--- config.mk ---
export PLATFORM = sky130hd
export DESIGN_NAME = key_direction_queue
export DESIGN_NICKNAME = d
export VERILOG_FILES = /design/src/rtl/pacman_pkg.sv /design/src/rtl/dir_fifo.sv /design/src/rtl/key_direction_queue.sv
export SDC_FILE = /design/constraint.sdc
export NUM_CORES = 1
export LEC_CHECK = 0
export CAP_MARGIN = 0
export CORE_UTILIZATION = 60
export CTS_CLUSTER_DIAMETER = 30
export DETAILED_ROUTE_END_ITERATION = 16
export DONT_BUFFER_PORTS = 1
export PLACE_DENSITY = 0.76
export SLEW_MARGIN = 20
export SYNTH_ARGS = -nofsm -noshare
export SYNTH_HDL_FRONTEND = slang
export SYNTH_SLANG_ARGS = --single-unit
export TNS_END_PERCENT = 100
--- constraint.sdc ---
create_clock -name clk -period 6.45 [get_ports clk]
set_input_delay 0.9675 -clock clk [delete_from_list [all_inputs] [get_ports clk]]
set_output_delay 0.9675 -clock clk [all_outputs]
set_load 0.01 [all_outputs]
--- src/rtl/pacman_pkg.sv ---
// Shared types and scan-code constants for the Pac-Man keyboard path.
package pacman_pkg;

    // Direction encoding used by cur_dir, the turn FIFO and the game FSM.
    typedef enum logic [2:0] {
        UP       = 3'b000,
        DOWN     = 3'b001,
        LEFT     = 3'b010,
        RIGHT    = 3'b011,
        DIR_NONE = 3'b111
    } dir_t;

    // WASD set (channel 0, non-extended codes)
    localparam logic [7:0] SC_W = 8'h1D;
    localparam logic [7:0] SC_S = 8'h1B;
    localparam logic [7:0] SC_A = 8'h1C;
    localparam logic [7:0] SC_D = 8'h23;

    // Arrow set (channel 1, E0-extended codes)
    localparam logic [7:0] SC_ARROW_UP    = 8'h75;
    localparam logic [7:0] SC_ARROW_DOWN  = 8'h72;
    localparam logic [7:0] SC_ARROW_LEFT  = 8'h6B;
    localparam logic [7:0] SC_ARROW_RIGHT = 8'h74;

    // Prefix bytes consumed by the keyboard decoder upstream.
    localparam logic [7:0] EXT_PREFIX   = 8'hE0;
    localparam logic [7:0] BREAK_PREFIX = 8'hF0;

    // Highest-priority held key; held mask bit i corresponds to direction code i.
    function automatic dir_t first_held(input logic [3:0] mask);
        dir_t d;
        d = DIR_NONE;
        if (mask[0])      d = UP;
        else if (mask[1]) d = DOWN;
        else if (mask[2]) d = LEFT;
        else if (mask[3]) d = RIGHT;
        return d;
    endfunction

endpackage

--- src/rtl/dir_fifo.sv ---
// Registered turn-request FIFO. A push while full is accepted only if a pop
// happens in the same cycle; there is no empty-to-output bypass.
module dir_fifo #(
    parameter int DEPTH = 4,
    parameter int WIDTH = 3,
    localparam int PW = $clog2(DEPTH),
    localparam int CW = PW + 1
) (
    input  logic             clk,
    input  logic             rst,
    input  logic             flush,
    input  logic             push,
    input  logic [WIDTH-1:0] push_data,
    input  logic             pop,
    output logic [WIDTH-1:0] head,
    output logic [CW-1:0]    count,
    output logic             full,
    output logic             empty,
    output logic             accepted,
    output logic             dropped
);

    logic [WIDTH-1:0] mem_q [DEPTH];
    logic [WIDTH-1:0] mem_d [DEPTH];
    logic [PW-1:0]    wr_ptr_q, wr_ptr_d;
    logic [PW-1:0]    rd_ptr_q, rd_ptr_d;
    logic [CW-1:0]    count_q, count_d;
    logic             pop_ok;

    assign full  = (count_q == CW'(DEPTH));
    assign empty = (count_q == '0);
    assign head  = mem_q[rd_ptr_q];
    assign count = count_q;

    // Next-state for storage, pointers and occupancy; flush overrides everything.
    always_comb begin
        mem_d    = mem_q;
        wr_ptr_d = wr_ptr_q;
        rd_ptr_d = rd_ptr_q;
        count_d  = count_q;
        pop_ok   = pop & ~empty & ~flush;
        accepted = push & ~flush & (~full | pop_ok);
        dropped  = push & ~flush & full & ~pop_ok;
        if (flush) begin
            wr_ptr_d = '0;
            rd_ptr_d = '0;
            count_d  = '0;
        end else begin
            if (accepted) begin
                mem_d[wr_ptr_q] = push_data;
                wr_ptr_d        = wr_ptr_q + PW'(1);
            end
            if (pop_ok) begin
                rd_ptr_d = rd_ptr_q + PW'(1);
            end
            count_d = count_q + CW'(accepted) - CW'(pop_ok);
        end
    end

    // State registers with asynchronous active-low reset.
    always_ff @(posedge clk or negedge rst) begin
        if (!rst) begin
            for (int i = 0; i < DEPTH; i++) mem_q[i] <= '0;
            wr_ptr_q <= '0;
            rd_ptr_q <= '0;
            count_q  <= '0;
        end else begin
            mem_q    <= mem_d;
            wr_ptr_q <= wr_ptr_d;
            rd_ptr_q <= rd_ptr_d;
            count_q  <= count_d;
        end
    end

endmodule

--- src/rtl/key_direction_queue.sv ---
// Converts decoded key events into per-player direction levels and a queue of
// buffered turn requests. Channel 0 = WASD, channel 1 = E0-extended arrows.
// Handshake: an entry leaves the queue on a rising edge where dir_valid and
// dir_ready are both high; dir_ready while empty has no effect.
module key_direction_queue
    import pacman_pkg::*;
#(
    parameter int NUM_CH     = 2,
    parameter int FIFO_DEPTH = 4,
    parameter bit STICKY     = 1'b1,
    parameter bit DROP_DUP   = 1'b1,
    localparam int CW = $clog2(FIFO_DEPTH) + 1
) (
    input  logic                 clk,
    input  logic                 rst,
    input  logic                 key_valid,
    input  logic [7:0]           key_code,
    input  logic                 key_extended,
    input  logic                 key_release,
    input  logic                 flush,
    output logic [3*NUM_CH-1:0]  cur_dir,
    output logic [NUM_CH-1:0]    dir_valid,
    input  logic [NUM_CH-1:0]    dir_ready,
    output logic [3*NUM_CH-1:0]  dir_data,
    output logic [CW*NUM_CH-1:0] fifo_count,
    output logic [NUM_CH-1:0]    overflow
);

    logic       hit0, hit1;
    logic [1:0] ev_idx;
    dir_t       ev_dir;

    // Map a key event to a channel and a direction index; unmapped codes hit nothing.
    always_comb begin
        hit0   = 1'b0;
        hit1   = 1'b0;
        ev_idx = 2'd0;
        if (key_valid) begin
            if (!key_extended) begin
                unique case (key_code)
                    SC_W:    begin hit0 = 1'b1; ev_idx = 2'd0; end
                    SC_S:    begin hit0 = 1'b1; ev_idx = 2'd1; end
                    SC_A:    begin hit0 = 1'b1; ev_idx = 2'd2; end
                    SC_D:    begin hit0 = 1'b1; ev_idx = 2'd3; end
                    default: ;
                endcase
            end else if (NUM_CH > 1) begin
                unique case (key_code)
                    SC_ARROW_UP:    begin hit1 = 1'b1; ev_idx = 2'd0; end
                    SC_ARROW_DOWN:  begin hit1 = 1'b1; ev_idx = 2'd1; end
                    SC_ARROW_LEFT:  begin hit1 = 1'b1; ev_idx = 2'd2; end
                    SC_ARROW_RIGHT: begin hit1 = 1'b1; ev_idx = 2'd3; end
                    default: ;
                endcase
            end
        end
        ev_dir = dir_t'({1'b0, ev_idx});
    end

    for (genvar g = 0; g < NUM_CH; g++) begin : g_ch
        logic [3:0]  held_q, held_d;
        dir_t        cur_q, cur_d;
        dir_t        last_q, last_d;
        logic        ovf_q, ovf_d;
        logic        ev_hit, push_req;
        logic [2:0]  head;
        logic        fifo_empty, fifo_full, push_acc, push_drop;
        logic [CW-1:0] count;

        assign ev_hit = (g == 0) ? hit0 : hit1;

        // Held mask, direction level, dedup register and overflow pulse.
        always_comb begin
            held_d   = held_q;
            cur_d    = cur_q;
            last_d   = last_q;
            push_req = 1'b0;
            if (flush) begin
                held_d = '0;
                cur_d  = DIR_NONE;
                last_d = DIR_NONE;
            end else if (ev_hit) begin
                if (!key_release) begin
                    // A make on an already-held key is typematic repeat and is ignored.
                    if (!held_q[ev_idx]) begin
                        held_d[ev_idx] = 1'b1;
                        cur_d          = ev_dir;
                        push_req       = !(DROP_DUP && (last_q == ev_dir));
                    end
                end else begin
                    held_d[ev_idx] = 1'b0;
                    if (cur_q == ev_dir) begin
                        if (|held_d)      cur_d = first_held(held_d);
                        else if (!STICKY) cur_d = DIR_NONE;
                    end
                end
            end
            if (push_acc) last_d = ev_dir;
            ovf_d = push_drop;
        end

        // Channel registers with asynchronous active-low reset.
        always_ff @(posedge clk or negedge rst) begin
            if (!rst) begin
                held_q <= '0;
                cur_q  <= DIR_NONE;
                last_q <= DIR_NONE;
                ovf_q  <= 1'b0;
            end else begin
                held_q <= held_d;
                cur_q  <= cur_d;
                last_q <= last_d;
                ovf_q  <= ovf_d;
            end
        end

        dir_fifo #(.DEPTH(FIFO_DEPTH), .WIDTH(3)) u_fifo (
            .clk      (clk),
            .rst      (rst),
            .flush    (flush),
            .push     (push_req),
            .push_data(ev_dir),
            .pop      (dir_ready[g]),
            .head     (head),
            .count    (count),
            .full     (fifo_full),
            .empty    (fifo_empty),
            .accepted (push_acc),
            .dropped  (push_drop)
        );

        assign cur_dir[3*g +: 3]     = cur_q;
        assign dir_valid[g]          = ~fifo_empty;
        assign dir_data[3*g +: 3]    = fifo_empty ? DIR_NONE : head;
        assign fifo_count[CW*g +: CW] = count;
        assign overflow[g]           = ovf_q;
    end

endmodule

==> results of run 1 <==
stage by stage:
step | cell area (sq um) | hold slack (ns) | utilization
detailed placement | 3530 | 0.486 | 0.633
global placement | 3530 | 0.479 | 0.633
global route | 3630 | 0.320 | 0.651
finish | 3630 | 0.343 | 0.651
CTS | 3630 | 0.336 | 0.651
floorplan | 3500 | 0.459 | -
flip-flops by register name, summed over array words and instances, names as in the netlist:
register	flops
g_ch.u_fifo.rd_ptr_q	4
g_ch.ovf_q	2
g_ch.u_fifo.wr_ptr_q	4
g_ch.u_fifo.mem_q	16
g_ch.u_fifo.count	6
g_ch.cur_q	6
g_ch.held_q	8
g_ch.last_q	6
kinds of logic (layout without fill, tap and decap cells):
group / Yosys count / after routing / synth area share
AND/OR/NAND/NOR: 105 / 105 / 0.164
AO/OA/AOI/OAI: 81 / 81 / 0.194
flip-flops: 52 / 52 / 0.376
buffers and inverters: 36 / 30 / 0.0443
multiplexers: 34 / 34 / 0.123
adder cells (fa/ha/maj): 15 / 15 / 0.0571
XOR/XNOR: 14 / 14 / 0.0425
routing by layer:
metal / share of wire / track usage / vias up
li1: - / - / 1203
met2: 0.47 / 0.396 / 68
met5: 0 / 0 / -
met3: 0.055 / 0.0279 / 6
met1: 0.46 / 0.365 / 1260
met4: 0.013 / 0.0759 / 0
path summary, 6_finish.rpt:
path | from | endpoint | slack [ns] | depth (start not counted)
max in group asynchronous | rst | g_ch[1].last_q[1] | 5.93 | 0
min in group clk | g_ch[1].u_fifo.mem_q[10] | g_ch[1].u_fifo.mem_q[10] | 0.50 | 1
worst min register to register | g_ch[1].u_fifo.mem_q[10] | g_ch[1].u_fifo.mem_q[10] | 0.50 | 1
worst max register to register | g_ch[0].held_q[3] | g_ch[0].u_fifo.count[2] | 4.07 | 8
worst max-delay path | key_code[5] | g_ch[1].u_fifo.count[2] | 2.56 | 11
worst min-delay path | rst | g_ch[0].held_q[1] | 0.34 | 0
cells in the final DEF (no fill, tap or decap), drive strengths merged, types with 4 or more instances in the layout:
| cell type | count |
|---|---|
| mux2i | 12 |
| or3 | 8 |
| clkbuf | 5 |
| a211oi | 7 |
| xnor2 | 7 |
| or2 | 5 |
| ha | 12 |
| xor2 | 7 |
| nand2b | 5 |
| a21o | 4 |
| mux2 | 17 |
| dfrtp | 40 |
| dfstp | 12 |
| o211ai | 6 |
| nor3 | 5 |
| o311ai | 5 |
| nand2 | 22 |
| o22ai | 4 |
| mux4 | 5 |
| inv | 21 |
| a21oi | 20 |
| o21ai | 12 |
| nand3 | 13 |
| nor2 | 26 |
final cells by class:
type,count,area (sq um)
clock inverter,3,27.5
fill,459,1950
sequential,52,1320
clock buffer,5,68.8
inverter,20,75.1
tap,72,90.1
multi-input combinational,249,2030
timing repair buffer,2,15.0
power breakdown:
part | internal (uW) | switching (uW)
registers | 339 | 22.9
logic | 48.3 | 65.7
clock network | 79.9 | 116
==> impl_metrics.toml, run 1 <==
[outcome]
status = "completed"

[placement]
dp_hpwl_um = 4980
dp.cells = 395
dp_slack_ns = 2.22
port_buffers = 0
gp_congestion = 0.858

[finish]
final_nets = 360
antenna_cells = 0
stdcell_count = 403
drive_above_1_share = 0.202
area_delta_synth_final_pct = 3.46

[timing]
relSlewSlack = 0.362
period_needed_ns = 3.89
rsz0062_at_grt = "false"
tightestPinTransition_ns = 0.957
setup_tns_ns = 0
clock.fmax_mhz = 257
fin_ws_ns = 2.56
min_period_over_period = 0.603
finalHoldViolations = 0
slew_viol_final = 0
setup_viol = 0
fin_skew_ns = 0.00602

[route]
via_per_inst = 6.30
drt_iter0_drc = 177
wire_per_inst_um = 17.1
drt_wl_total_um = 6880
drc = 0
dr.pass1.iters = 4
via_count = 2537
drtAntennaViolNets = 0

[worst_hold_path]
holdCritPathClass = "in2async"

[synth]
ys_types = 74
yosys_warnings = 0
synth_ff_type = "dfrtp_1"
synth_most_common_cell = "dfrtp_1"
syn_inst = 337
syn-num-nets = 367
async_reset_ff_frac = 1.00
yosysTopAreaCellShare = 0.286
synth_common_cells = "dfrtp_1, nor2_1, nand2_1, a21oi_1, inv_1"
synth_area_sq_um = 3500
ys_seq_area_frac = 0.376
synth-seq-cells = 52
synth_top_area_cell = "dfrtp_1"
synth.area.top_cells = "dfrtp_1, dfstp_2, ha_1"
synth_edf_count = 0
syn_avg_cell_area_sq_um = 10.4

[clocking]
cts_tree = "built"
holdBufCountCts = 0
cts_buffers = 5
worst_skew_pair.late_latency_ns = 0.30
clock_sinks = 52
post_cts_buffers = 0
h-tree-depth = 2
clk_pin_slew_ns = 0.10
post_cts_resized = 0
clock_path_buffers = 2
cts_root_buf = "clkbuf_8"

[power]
power_density_nw_per_um2 = 185
finalPower_uw = 672
irDropWorstVdd_uv = 165
leakage_uw = 0.00149

[global_routing]
grt_use_total = 0.251
grt_pass1_vias = 2558
grt_max_degree = 53
grt_pass1_wl_um = 12100
grt.overflow.total = 0
antenna_found_initial = 0

[critical_path]
worst_ep_required_time_ns = 6.65
worst_setup_path_end_kind = "flip-flop"
arrival_ns = 4.09
crit_buf_inv = 1
path_cells = "nand3b_1 > o32a_1 > o22ai_2 > xnor2_1 > a31oi_4 > and2_1 > ha_1 > inv_1 > fa_1 > xnor2_1 > nor2_1"
cpLargestDelayFamily = "compound AO/OA/AOI/OAI gates"
path_common_cell = "xnor2_1"
cp_max_fo = 23
slowest_delay_ns = 0.74
crit_slowest_cell = "o22ai_2"
path_class = "in2reg"
cp-start-kind = "input port"

[flow_run]
drv_cap = 0

[die]
die_w_um = 78.4
core_area_sq_um = 5570
io_pins = 38
dieArea_sq_um = 6150
std_cell_rows = 27
initial_core_util = 0.629
die_y_um = 78.4
No activity file was read; power rests on OpenSTA's default activity.
==> inputs of run 2 (changes only) <==
- CORE_UTILIZATION: 60 -> 58
- clock period: 6.45 -> 3.5 ns (I/O delays scaled with it)
==> impl_metrics.toml, run 2 (same netlist as run 1, synthesis figures left out) <==
[outcome]
status = "completed"

[die]
core_area_sq_um = 5680
die_y_um = 79.7
dieArea_sq_um = 6360
initial_core_util = 0.618
std_cell_rows = 27
die_w_um = 79.7
io_pins = 38

[power]
finalPower_uw = 1340
irDropWorstVdd_uv = 308
leakage_uw = 0.00155
power_density_nw_per_um2 = 360

[route]
drc = 0
drt_iter0_drc = 213
top_layer = "met4"
wire_per_inst_um = 18.2
via_count = 2578
wl_met2_um = 3700
drt-met1-wl_um = 3350
wl_met3_um = 334
via_per_inst = 6.27
drtAntennaViolNets = 0
dr.pass1.iters = 4
drt_wl_total_um = 7480

[critical_path]
slowest_delay_ns = 0.41
cpLargestDelayFamily = "compound AO/OA/AOI/OAI gates"
cp-start-kind = "input port"
path_class = "in2reg"
arrival_ns = 3.12
crit_buf_inv = 1
path_common_cell = "a211oi_4"
cp_max_fo = 7
worst_setup_path_end_kind = "flip-flop"
path_cells = "or3_1 > a211oi_4 > o21a_2 > mux2i_1 > o311ai_2 > a211oi_4 > ha_1 > inv_1 > fa_1 > xnor2_1 > nor2_1"
worst_ep_required_time_ns = 3.71
crit_slowest_cell = "or3_1"

[clocking]
clock_sinks = 52
holdBufCountCts = 1
cts_root_buf = "clkbuf_8"
clk_pin_slew_ns = 0.11
h-tree-depth = 2
post_cts_resized = 0
cts_buffers = 5
cts_tree = "built"
worst_skew_pair.late_latency_ns = 0.32
clock_path_buffers = 2
post_cts_buffers = 0

[timing]
relSlewSlack = 0.617
setup_viol = 0
slew_viol_final = 0
tightestPinTransition_ns = 0.572
fin_ws_ns = 0.592
fin_skew_ns = 0.0178
min_period_over_period = 0.831
period_needed_ns = 2.91
setup_tns_ns = 0
finalHoldViolations = 0
rsz0062_at_grt = "false"
clock.fmax_mhz = 344

[global_routing]
grt.overflow.total = 0
grt_max_degree = 41
grt_pass1_wl_um = 12200
antenna_found_initial = 0
grt_use_total = 0.254
grt_pass1_vias = 2463

[worst_hold_path]
holdCritPathClass = "in2async"

[finish]
antenna_cells = 0
area_delta_synth_final_pct = 6.07
drive_above_1_share = 0.221
largest_reg_flops = 16
layout_commonest_cell = "dfrtp_1"
top_regs = "g_ch.u_fifo.mem_q (16), g_ch.held_q (8)"
final_nets = 368
postLayoutCoreUtil = 0.655
layout_common_cells = "dfrtp_1, nor2_1, nand2_1, inv_1, a21oi_1"
largest_register = "g_ch.u_fifo.mem_q"

[placement]
gp_congestion = 0.881
dp_slack_ns = 0.268
port_buffers = 0
dp_hpwl_um = 5370

[flow_run]
drv_cap = 0
## run 2: cell types whose count changed in the layout (fill, tap and decap cells not counted), sizes merged
cell,previous run,this run
clkinvlp,1,0
buf,2,10
bufinv,0,1
## run 2: final timing paths
path                       slack (ns)  cells after the start                         end               startpoint
hold / removal                   0.03                      0           g_ch[1].last_q[1]                      rst
max in group asynchronous        3.25                      1     g_ch[0].u_fifo.mem_q[4]                      rst
setup reg to reg                 1.10                     10     g_ch[0].u_fifo.count[2]  g_ch[0].u_fifo.count[1]
setup / recovery                 0.59                     11     g_ch[0].u_fifo.count[2]              key_code[7]
min in group clk                 0.25                      1  g_ch[1].u_fifo.rd_ptr_q[0]                    flush
hold reg to reg                  0.50                      1     g_ch[1].u_fifo.mem_q[3]  g_ch[1].u_fifo.mem_q[3]
## run 2: report_power, final
| group | switching [uW] | internal, uW |
|---|---|---|
| combinational | 134 | 94.0 |
| clock | 224 | 217 |
| sequential | 43.5 | 624 |
| total | 401 | 935 |
## run 2: layer usage
layer	track usage	up-vias
li1	-	1223
met1	0.338	1272
met2	0.420	76
met3	0.0480	7
met4	0.0804	0
met5	0	-
## run 2: cell type report
| class | count | area, sq um |
|---|---|---|
| Multi-Input combinational cell | 249 | 2030 |
| Inverter | 20 | 75.1 |
| Timing Repair Buffer | 10 | 87.6 |
| Fill cell | 440 | 1960 |
| Tap cell | 72 | 90.1 |
| Sequential cell | 52 | 1320 |
| Clock inverter | 3 | 46.3 |
| Clock buffer | 5 | 68.8 |
## run 2: stage by stage
stage          area (sq um)  hold WS, ns  cells
2_1_floorplan          3500        0.229    337
3_3_place_gp           3580        0.231    402
3_5_place_dp           3580        0.231    402
4_1_cts                3720       0.0277    411
5_1_grt                3720       0.0107    411
6_report               3720       0.0250    411
==> inputs of run 3 (changes only) <==
- ABC_AREA: default -> 1
- CORE_UTILIZATION: 58 -> 60
- clock period: 3.5 -> 2.85 ns (I/O delays scaled with it)
==> impl_metrics.toml, run 3 <==
[outcome]
status = "completed"

[route]
drt_wl_total_um = 7610
dr.pass1.iters = 5
via_per_inst = 5.50
drt_iter0_drc = 146
wire_per_inst_um = 13.7
drc = 0
wl_met3_um = 447
wl_met2_um = 3650
top_layer = "met4"
drtAntennaViolNets = 0
via_count = 3053
drt-met1-wl_um = 3390

[synth]
synth_most_common_cell = "nand2_1"
synth_mux_area_frac = 0
synth.area.top_cells = "dfrtp_1, nand2_1, dfstp_2"
async_reset_ff_frac = 1.00
ys_seq_area_frac = 0.377
syn_avg_cell_area_sq_um = 7.27
synth_ff_type = "dfrtp_1"
synth_fa_ha_area_frac = 0.0544
yosys_warnings = 0
syn_inst = 481
yosys.area_share.simple = 0.395
synth-seq-cells = 52
yosysTopAreaCellShare = 0.286
synth_compound_area_frac = 0.0816
synth_area_sq_um = 3500
synth_top_family_by_area = "simple AND/OR/NAND/NOR gates"
synth_top_area_cell = "dfrtp_1"
synth_common_cells = "nand2_1, nor2_1, inv_1, nand3_1, dfrtp_1"
synth_xor_area_frac = 0.00501
syn-num-nets = 511
ys_types = 37
synth_edf_count = 0

[critical_path]
cp_max_fo = 24
path_class = "in2reg"
r2r-end = "g_ch[1].u_fifo.count[2]"
path_cells = "inv_1 > nand2_1 > nor2_1 > nand2_1 > nand2_1 > nand2_4 > nand2_8 > inv_4 > nand3_1 > nand2_1 > nor2_1 > nand3_2 > inv_2 > ha_1 > inv_1 > fa_1 > xor2_1 > nor2_1"
crit_buf_inv = 4
path_common_cell = "nand2_1"
r2r_slack_ns = 0.46
r2r_cells = 12
slowest_delay_ns = 0.37
worst_setup_path_end_kind = "flip-flop"
r2r-start = "g_ch[1].u_fifo.count[1]"
arrival_ns = 2.69
cp-start-kind = "input port"
crit_slowest_cell = "fa_1"
worst_ep_required_time_ns = 3.10
cpLargestDelayFamily = "simple AND/OR/NAND/NOR gates"

[clocking]
post_cts_buffers = 0
h-tree-depth = 2
clk_pin_slew_ns = 0.10
clock_sinks = 52
cts_root_buf = "clkbuf_8"
cts_tree = "built"
cts_buffers = 5
clock_path_buffers = 2
worst_skew_pair.late_latency_ns = 0.31

[finish]
layout_common_cells = "nand2_1, nor2_1, inv_1, nand3_1, dfrtp_1"
nFillCells = 503
final_nets = 512
layout_commonest_cell = "nand2_1"
antenna_cells = 0
largest_register = "g_ch.u_fifo.mem_q"
drive_above_1_share = 0.128
top_regs = "g_ch.u_fifo.mem_q (16), g_ch.held_q (8)"
area_delta_synth_final_pct = 4.90
largest_reg_flops = 16

[die]
std_cell_rows = 27
io_pins = 38
core_area_sq_um = 5570
dieArea_sq_um = 6140
initial_core_util = 0.627
die_w_um = 78.3
die_y_um = 78.3

[timing]
setup_tns_ns = 0
clock.fmax_mhz = 410
rsz0062_at_grt = "false"
slew_viol_final = 0
period_needed_ns = 2.44
tightestPinTransition_ns = 0.685
fin_skew_ns = 0.00770
finalHoldViolations = 0
setup_viol = 0
min_period_over_period = 0.855
relSlewSlack = 0.537

[power]
leakage_uw = 0.00193
irDropWorstVdd_uv = 323
power_density_nw_per_um2 = 503
finalPower_uw = 1840

[worst_hold_path]
hold_path.startpoint = "flush"
whs_path_depth = 1
holdCritPathClass = "in2reg"
min_to = "g_ch[0].u_fifo.count[2]"

[placement]
gp_congestion = 0.870
dp_hpwl_um = 5420
port_buffers = 0

[global_routing]
grt.overflow.total = 0
grt_use_total = 0.266
grt_max_degree = 53
grt_pass1_vias = 2802
antenna_found_initial = 0
grt_pass1_wl_um = 12800

[flow_run]
drv_cap = 0
-- run 3: cell types whose count changed in the layout (fill, tap and decap cells not counted), sizes merged, moves of 7 or more --
cell	previous run	this run
inv	21	55
a21oi	20	8
a211oi	7	0
mux2	17	0
o21ai	12	30
nand3	13	49
or3	8	0
mux2i	12	0
nand4	1	16
nand2	22	161
nor2	26	59
-- run 3: layout make-up --
class | count | area, sq um | area share
Multi-Input combinational cell | 360 | 1880 | 0.511
Sequential cell | 52 | 1320 | 0.359
Inverter | 54 | 205 | 0.0560
Timing Repair Buffer | 9 | 90.1 | 0.0246
Tap cell | 72 | 90.1 | 0.0246
Clock buffer | 5 | 68.8 | 0.0188
Clock inverter | 3 | 21.3 | 0.00580
-- run 3: through the flow --
step	hold WS [ns]	util	std cells	area (sq um)	worst slack [ns]
final	0.171	0.658	555	3670	0.413
after global routing	0.163	0.658	555	3670	0.216
after CTS	0.165	0.658	555	3670	0.449
after detailed placement	0.134	0.635	545	3540	0.157
after global placement	0.133	0.635	545	3540	0.228
after floorplan	0.132	-	481	3500	0.364
-- run 3: worst max path at each step --
stage                     depth (start not counted)  slack [ns]                      end         from
after floorplan                                  19        0.36  g_ch[1].u_fifo.count[2]  key_code[7]
after global placement                           18        0.23  g_ch[0].u_fifo.count[2]  key_code[7]
after detailed placement                         18        0.16  g_ch[0].u_fifo.count[2]  key_code[2]
after CTS                                        18        0.45  g_ch[0].u_fifo.count[2]  key_code[2]
after global routing                             18        0.22  g_ch[1].u_fifo.count[2]  key_code[7]
final                                            18        0.41  g_ch[0].u_fifo.count[2]  key_code[2]
-- run 3: where the power goes --
group	total (uW)	internal, uW	switching (uW)	leakage [uW]
Sequential	881	796	84.7	0.000681
Clock	437	175	262	0.0000445
Combinational	525	183	342	0.00120
Total	1840	1150	689	0.00193
-- run 3: per-layer routing --
layer,vias to the layer above,GRT usage
met5,-,0
met4,0,0.0852
met3,16,0.0302
met2,95,0.446
met1,1398,0.360
li1,1544,-
-- run 3: timing repair --
action / CTS / global route
endpoints found under the setup margin: 0 / 0
endpoints found under the hold margin: 52 / 0
resized for setup: 0 / 0
hold buffers: 2 / 0
-- run 3: cell families (layout without fill, tap and decap cells) --
kind of cell / count (synthesis) / after routing
AO/OA/AOI/OAI: 47 / 47
buffers and inverters: 69 / 71
XOR/XNOR: 2 / 2
flip-flops: 52 / 52
AND/OR/NAND/NOR: 297 / 297
adder cells (fa/ha/maj): 14 / 14
